<file path="config.mk">
export PLATFORM = sky130hd
export DESIGN_NAME = pc_sequencer_flat
export DESIGN_NICKNAME = d
export VERILOG_FILES = /design/src/rtl/pc_sequencer_if.sv /design/src/rtl/pc_sequencer.sv /design/src/flat_wrapper.sv
export SDC_FILE = /design/constraint.sdc
export NUM_CORES = 1
export LEC_CHECK = 0
export CAP_MARGIN = 25
export CORE_ASPECT_RATIO = 0.9
export CORE_MARGIN = 2
export CORE_UTILIZATION = 70
export DETAILED_ROUTE_END_ITERATION = 6
export DONT_BUFFER_PORTS = 1
export PLACE_DENSITY = 0.94
export SETUP_SLACK_MARGIN = 0.4
export SYNTH_ARGS = -nofsm -noshare
export SYNTH_HDL_FRONTEND = slang
export SYNTH_SLANG_ARGS = --single-unit
export TNS_END_PERCENT = 20
</file>
<file path="constraint.sdc">
create_clock -name clock -period 4.6 [get_ports clock]
set_input_delay 0.92 -clock clock [delete_from_list [all_inputs] [get_ports clock]]
set_output_delay 0.92 -clock clock [all_outputs]
set_load 0.05 [all_outputs]
</file>
<file path="src/rtl/pc_sequencer_if.sv">
// Bundle of the control/status signals exchanged between the next-PC sequencer
// and the pipeline/PC register. clock and reset stay outside the bundle.
interface pc_sequencer_if;
  logic [31:0] pc_in;
  logic        stall;
  logic        branch_taken;
  logic [31:0] branch_target;
  logic        jump;
  logic [31:0] jump_target;
  logic        halt;
  logic        resume;
  logic        irq;
  logic        eret;
  logic        pc_write;
  logic [31:0] pc_data;
  logic        flush;
  logic        irq_ack;
  logic [31:0] epc;
  logic        in_isr;
  logic        halted;

  modport master (
    input  pc_in, stall, branch_taken, branch_target, jump, jump_target,
           halt, resume, irq, eret,
    output pc_write, pc_data, flush, irq_ack, epc, in_isr, halted
  );

  modport slave (
    output pc_in, stall, branch_taken, branch_target, jump, jump_target,
           halt, resume, irq, eret,
    input  pc_write, pc_data, flush, irq_ack, epc, in_isr, halted
  );
endinterface

</file>
<file path="src/rtl/pc_sequencer.sv">
// Next-PC controller driving a PC register that loads data_in + 1, so every
// target is presented as target - 1. Interrupt support is built when PC_SEQ_IRQ_EN is defined.
module pc_sequencer #(
  parameter logic [31:0] RESET_VECTOR = 32'h0000_0000,
  parameter logic [31:0] IRQ_VECTOR   = 32'h0000_0010,
  parameter int unsigned FLUSH_CYCLES = 2
) (
  input logic             clock,
  input logic             reset,
  pc_sequencer_if.master  bus
);

  localparam int CNT_W = (FLUSH_CYCLES > 1) ? $clog2(FLUSH_CYCLES) : 1;

  typedef enum logic [1:0] {BOOT, RUN, REDIRECT, HALTED} state_t;

  state_t             state_q, state_d;
  logic [CNT_W-1:0]   cnt_q, cnt_d;
  logic [31:0]        epc_q, epc_d;
  logic               in_isr_q, in_isr_d;

  logic               irq_take, eret_take;
  logic               redirect;
  logic               pc_write, flush, irq_ack;
  logic [31:0]        pc_data;

`ifdef PC_SEQ_IRQ_EN
  assign irq_take  = bus.irq  & ~in_isr_q;
  assign eret_take = bus.eret &  in_isr_q;
`else
  logic unused_irq;
  assign unused_irq = bus.irq ^ bus.eret;
  assign irq_take   = 1'b0;
  assign eret_take  = 1'b0;
`endif

  // NOTE: every signal gets a default before the case so no path infers a latch.
  always_comb begin
    state_d  = state_q;
    cnt_d    = cnt_q;
    epc_d    = epc_q;
    in_isr_d = in_isr_q;
    redirect = 1'b0;
    pc_write = 1'b0;
    pc_data  = 32'h0;
    flush    = 1'b0;
    irq_ack  = 1'b0;

    case (state_q)
      BOOT: begin
        pc_write = 1'b1;
        pc_data  = RESET_VECTOR - 32'd1;
        state_d  = RUN;
      end
      RUN: begin
        if (irq_take) begin
          pc_data  = IRQ_VECTOR - 32'd1;
          epc_d    = bus.pc_in + 32'd1;
          in_isr_d = 1'b1;
          irq_ack  = 1'b1;
          redirect = 1'b1;
        end else if (eret_take) begin
          pc_data  = epc_q - 32'd1;
          in_isr_d = 1'b0;
          redirect = 1'b1;
        end else if (bus.halt) begin
          state_d = HALTED;
        end else if (bus.jump) begin
          pc_data  = bus.jump_target - 32'd1;
          redirect = 1'b1;
        end else if (bus.branch_taken) begin
          pc_data  = bus.branch_target - 32'd1;
          redirect = 1'b1;
        end else if (!bus.stall) begin
          pc_write = 1'b1;
          pc_data  = bus.pc_in;
        end
      end
      REDIRECT: begin
        // Control inputs here come from squashed instructions and are ignored.
        flush = 1'b1;
        if (!bus.stall) begin
          pc_write = 1'b1;
          pc_data  = bus.pc_in;
        end
        if (cnt_q > CNT_W'(1)) begin
          cnt_d = cnt_q - CNT_W'(1);
        end else begin
          cnt_d   = '0;
          state_d = RUN;
        end
      end
      HALTED: begin
        if (irq_take) begin
          pc_data  = IRQ_VECTOR - 32'd1;
          epc_d    = bus.pc_in + 32'd1;
          in_isr_d = 1'b1;
          irq_ack  = 1'b1;
          redirect = 1'b1;
        end else if (bus.resume) begin
          state_d = RUN;
        end
      end
      default: state_d = BOOT;
    endcase

    if (redirect) begin
      pc_write = 1'b1;
      flush    = 1'b1;
      if (FLUSH_CYCLES > 1) begin
        state_d = REDIRECT;
        cnt_d   = CNT_W'(FLUSH_CYCLES - 1);
      end else begin
        state_d = RUN;
      end
    end

    // Outputs are quiet while reset is held, including the BOOT write.
    if (!reset) begin
      pc_write = 1'b0;
      pc_data  = 32'h0;
      flush    = 1'b0;
      irq_ack  = 1'b0;
    end
  end

  // NOTE: sequential state uses non-blocking assignments so all registers update together.
  always_ff @(posedge clock or negedge reset) begin
    if (!reset) begin
      state_q  <= BOOT;
      cnt_q    <= '0;
      epc_q    <= 32'h0;
      in_isr_q <= 1'b0;
    end else begin
      state_q  <= state_d;
      cnt_q    <= cnt_d;
      epc_q    <= epc_d;
      in_isr_q <= in_isr_d;
    end
  end

  assign bus.pc_write = pc_write;
  assign bus.pc_data  = pc_data;
  assign bus.flush    = flush;
  assign bus.irq_ack  = irq_ack;
  assign bus.epc      = epc_q;
  assign bus.in_isr   = in_isr_q;
  assign bus.halted   = reset & (state_q == HALTED);

endmodule

</file>
<file path="src/flat_wrapper.sv">
// flat-port wrapper written by rule: the top's interface ports become plain ports
module pc_sequencer_flat 
#(
  parameter logic [31:0] RESET_VECTOR = 32'h0000_0000,
  parameter logic [31:0] IRQ_VECTOR   = 32'h0000_0010,
  parameter int unsigned FLUSH_CYCLES = 2
)
  (clock, reset, bus_pc_in, bus_stall, bus_branch_taken, bus_branch_target, bus_jump, bus_jump_target, bus_halt, bus_resume, bus_irq, bus_eret, bus_pc_write, bus_pc_data, bus_flush, bus_irq_ack, bus_epc, bus_in_isr, bus_halted);
  pc_sequencer_if bus_i ();
  input logic clock;
  input logic reset;
  input wire logic [$bits(bus_i.pc_in)-1:0] bus_pc_in;
  input wire logic [$bits(bus_i.stall)-1:0] bus_stall;
  input wire logic [$bits(bus_i.branch_taken)-1:0] bus_branch_taken;
  input wire logic [$bits(bus_i.branch_target)-1:0] bus_branch_target;
  input wire logic [$bits(bus_i.jump)-1:0] bus_jump;
  input wire logic [$bits(bus_i.jump_target)-1:0] bus_jump_target;
  input wire logic [$bits(bus_i.halt)-1:0] bus_halt;
  input wire logic [$bits(bus_i.resume)-1:0] bus_resume;
  input wire logic [$bits(bus_i.irq)-1:0] bus_irq;
  input wire logic [$bits(bus_i.eret)-1:0] bus_eret;
  output wire logic [$bits(bus_i.pc_write)-1:0] bus_pc_write;
  output wire logic [$bits(bus_i.pc_data)-1:0] bus_pc_data;
  output wire logic [$bits(bus_i.flush)-1:0] bus_flush;
  output wire logic [$bits(bus_i.irq_ack)-1:0] bus_irq_ack;
  output wire logic [$bits(bus_i.epc)-1:0] bus_epc;
  output wire logic [$bits(bus_i.in_isr)-1:0] bus_in_isr;
  output wire logic [$bits(bus_i.halted)-1:0] bus_halted;
  assign bus_i.pc_in = bus_pc_in;
  assign bus_i.stall = bus_stall;
  assign bus_i.branch_taken = bus_branch_taken;
  assign bus_i.branch_target = bus_branch_target;
  assign bus_i.jump = bus_jump;
  assign bus_i.jump_target = bus_jump_target;
  assign bus_i.halt = bus_halt;
  assign bus_i.resume = bus_resume;
  assign bus_i.irq = bus_irq;
  assign bus_i.eret = bus_eret;
  assign bus_pc_write = bus_i.pc_write;
  assign bus_pc_data = bus_i.pc_data;
  assign bus_flush = bus_i.flush;
  assign bus_irq_ack = bus_i.irq_ack;
  assign bus_epc = bus_i.epc;
  assign bus_in_isr = bus_i.in_isr;
  assign bus_halted = bus_i.halted;
  pc_sequencer #(.RESET_VECTOR(RESET_VECTOR), .IRQ_VECTOR(IRQ_VECTOR), .FLUSH_CYCLES(FLUSH_CYCLES)) u_core (.clock(clock), .reset(reset), .bus(bus_i));
endmodule
</file>
==> results.sh <==
export IMPL_slew_headroom_pct=27.82
export IMPL_wire_per_inst_um=18.98
export IMPL_powerDensity_nw_per_um2=162.0
export IMPL_hp_class="input port to async pin"
export IMPL_cp_required_ns=3.68
export IMPL_rsz0062_at_grt="false"
export IMPL_start_util_pct=71.76
export IMPL_core_um2=4019
export IMPL_ant_nets=0
export IMPL_synth_edf_count=0
export IMPL_num_rows=22
export IMPL_drc_errors=0
export IMPL_regMostFlops="u_core.state_q"
export IMPL_arrival_ns=3.06
export IMPL_syn_area_um2=2884
export IMPL_crit_path_end_kind="output pin"
export IMPL_drtIter0Drc=412
export IMPL_die_width_um=71.66
export IMPL_place_congestion=0.9321
export IMPL_yosysSeqAreaShare_pct=1.735
export IMPL_cts_tree="done"
export IMPL_drt_wl_total_um=9337
export IMPL_endpoint="bus_pc_data[18]"
export IMPL_via_count=3423
export IMPL_fp_dieH_um=64.90
export IMPL_min_period_over_period_pct=86.54
export IMPL_ys_ff_latch=2
export IMPL_rr_endpoint="u_core.state_q[0]"
export IMPL_numCtsBuffers=3
export IMPL_cts_root_buf="clkbuf_8"
export IMPL_final_cell_mix="52 x nand2_1, 49 x a21oi_1, 38 x nor2_1, 36 x xnor2_1, 34 x conb_1"
export IMPL_final_setup_skew_ns=0.001118
export IMPL_io_buffers=0
export IMPL_path_max_fanout=6
export IMPL_dpl_hpwl_um=7169
export IMPL_clk_pin_slew_ns=0.03
export IMPL_irDropWorstVdd_v=0.00008944
export IMPL_reg_largest_list="u_core.state_q x2"
export IMPL_multiInputGateArea_um2=2539
export IMPL_p_total_mw=0.4644
export IMPL_cts_setup_buffers=0
export IMPL_fillerInstances=360
export IMPL_status="finished clean"
export IMPL_rrSetupSlack_ns=3.04
export IMPL_p_leak_nw=1.042
export IMPL_clock_latency_ns=0.22
export IMPL_final_common_cell="nand2_1"
export IMPL_register_area_um2=50.05
export IMPL_drv_cap=0
export IMPL_cp_start_kind="input port"
export IMPL_crit_type="input port to output pin"
export IMPL_min_period_ns=3.981
export IMPL_synth_flop_cell="dfrtp_1"
export IMPL_setup_viol_count_final=0
export IMPL_grt_ovfl_total=0
export IMPL_worstMarginPinSlew_ns=1.086
export IMPL_synthArstFlopShare_pct=100.0
export IMPL_firstDrtPassIters=6
export IMPL_finalHoldWorstSlack_ns=0.4001
export IMPL_fin_tns_setup_ns=0
export IMPL_hold_viol=0
export IMPL_yosys_warnings=0
export IMPL_die_area_um2=4650
export IMPL_routed_via_density=6.957
export IMPL_worstReg2RegStart="u_core.state_q[0]"
export IMPL_nets=553
export IMPL_ff2ff_path_depth=3
export IMPL_startpoint="bus_branch_target[0]"
export IMPL_finalMaxSlewViolations=0
export IMPL_ios=174
export IMPL_antenna_found_initial=0
export IMPL_grt_use_total_pct=38.29
export IMPL_clock_sinks=2
export IMPL_n_antenna_cell=0
export IMPL_fmax_mhz=251.2
export IMPL_syn_avg_cell_area_um2=6.338
export IMPL_cts_max_level=1
export IMPL_clk_path_buf_depth=2
export IMPL_post_cts_resized=0
export IMPL_largest_register_ffs=2
export IMPL_grt_start_max_net_pins=47
export IMPL_grt_pass1_vias=2997
export IMPL_synthCells=455
export IMPL_drive_gt1_share_pct=9.685
export IMPL_syn2layout_area_growth_pct=-0.6073
export IMPL_cts_hold_buffers=0
export IMPL_grt_pass1_wl_um=14390
export IMPL_synth_cell_types=58
## area by class of cell
type / count / area share [%]
Multi-Input combinational cell: 410 / 88.56
Timing Repair Buffer: 18 / 4.714
Tap cell: 48 / 2.095
Sequential cell: 2 / 1.746
Clock buffer: 3 / 1.440
Inverter: 11 / 1.440
## cell families after synthesis
family	after synthesis	synth area share, %
muxes	2	0.6942
adders and majority gates	2	0.8675
and+or+nand+nor	182	35.49
buffers and inverters	76	14.71
xor gates and xnor gates	51	15.49
other	1	0.1300
DFF	2	1.735
AOI/OAI and AO/OA	139	30.89
## worst min path at each step
| stage | start | to | slack, ns | depth (start not counted) |
|---|---|---|---|---|
| 2_1_floorplan | u_core.state_q[1] | u_core.state_q[0] | 0.55 | 2 |
| 3_3_place_gp | u_core.state_q[1] | u_core.state_q[0] | 0.60 | 2 |
| 3_5_place_dp | u_core.state_q[1] | u_core.state_q[0] | 0.60 | 2 |
| 4_1_cts | reset | u_core.state_q[0] | 0.40 | 0 |
| 5_1_grt | reset | u_core.state_q[0] | 0.39 | 0 |
| 6_report | reset | u_core.state_q[0] | 0.40 | 0 |
## Yosys cell counts (3+ instances only)
master	count	area (um2)
nor4_2	6	75.07
a211oi_1	3	22.52
nor4_1	14	87.58
nor2b_1	3	18.77
nand2b_1	8	50.05
o21ai_0	28	140.1
nand4_1	4	25.02
or3_1	5	31.28
nand3_1	5	25.02
nand2_1	52	195.2
a221oi_1	5	43.79
nor4b_2	5	75.07
o31ai_1	3	22.52
clkbuf_1	25	93.84
a21oi_1	49	245.2
or4_1	7	52.55
a21boi_0	7	52.55
nor2_1	38	142.6
nor3_1	18	90.09
nand3b_1	3	22.52
xor2_1	15	131.4
buf_4	34	255.2
a221o_1	6	60.06
or2_2	3	18.77
buf_2	3	15.01
inv_1	10	37.54
and3_1	3	18.77
o21a_1	8	60.06
xnor2_1	36	315.3
a211o_1	3	26.28
a31oi_1	3	18.77
a21o_1	7	52.55
## metrics by stage
step | util, % | instance area (um2) | std cells | worst slack [ns]
floorplan | - | 3013 | 488 | 0.3968
global placement | 70.30 | 2825 | 489 | 0.7169
detailed placement | 70.30 | 2825 | 489 | 0.6474
CTS | 71.33 | 2867 | 492 | 0.6501
global route | 71.33 | 2867 | 492 | 0.4298
finish | 71.33 | 2867 | 492 | 0.6192
## worst max-delay path, stage by stage
cell and delay, ns:
inv_1 0.07, ha_1 0.21, nor4b_2 0.20, buf_4 0.17, nand4_1 0.26, buf_4 0.27
nor2_1 0.14, xnor2_1 0.13, a22oi_1 0.16, a41o_1 0.54
## power breakdown
group          total (mW)  internal [mW]  switching (mW)  leakage, nW
combinational       0.371         0.0906           0.280        0.999
clock              0.0721         0.0556          0.0166       0.0216
sequential         0.0214         0.0203         0.00108       0.0208
## per-layer routing
layer,vias up,part of all wire (%),global-route usage (%)
met4,0,3.6,10.61
met2,298,43,57.06
met1,1517,38,53.58
li1,1556,-,-
met5,-,0,0
met3,52,15,10.58
Power figures use the tool's default switching activity.
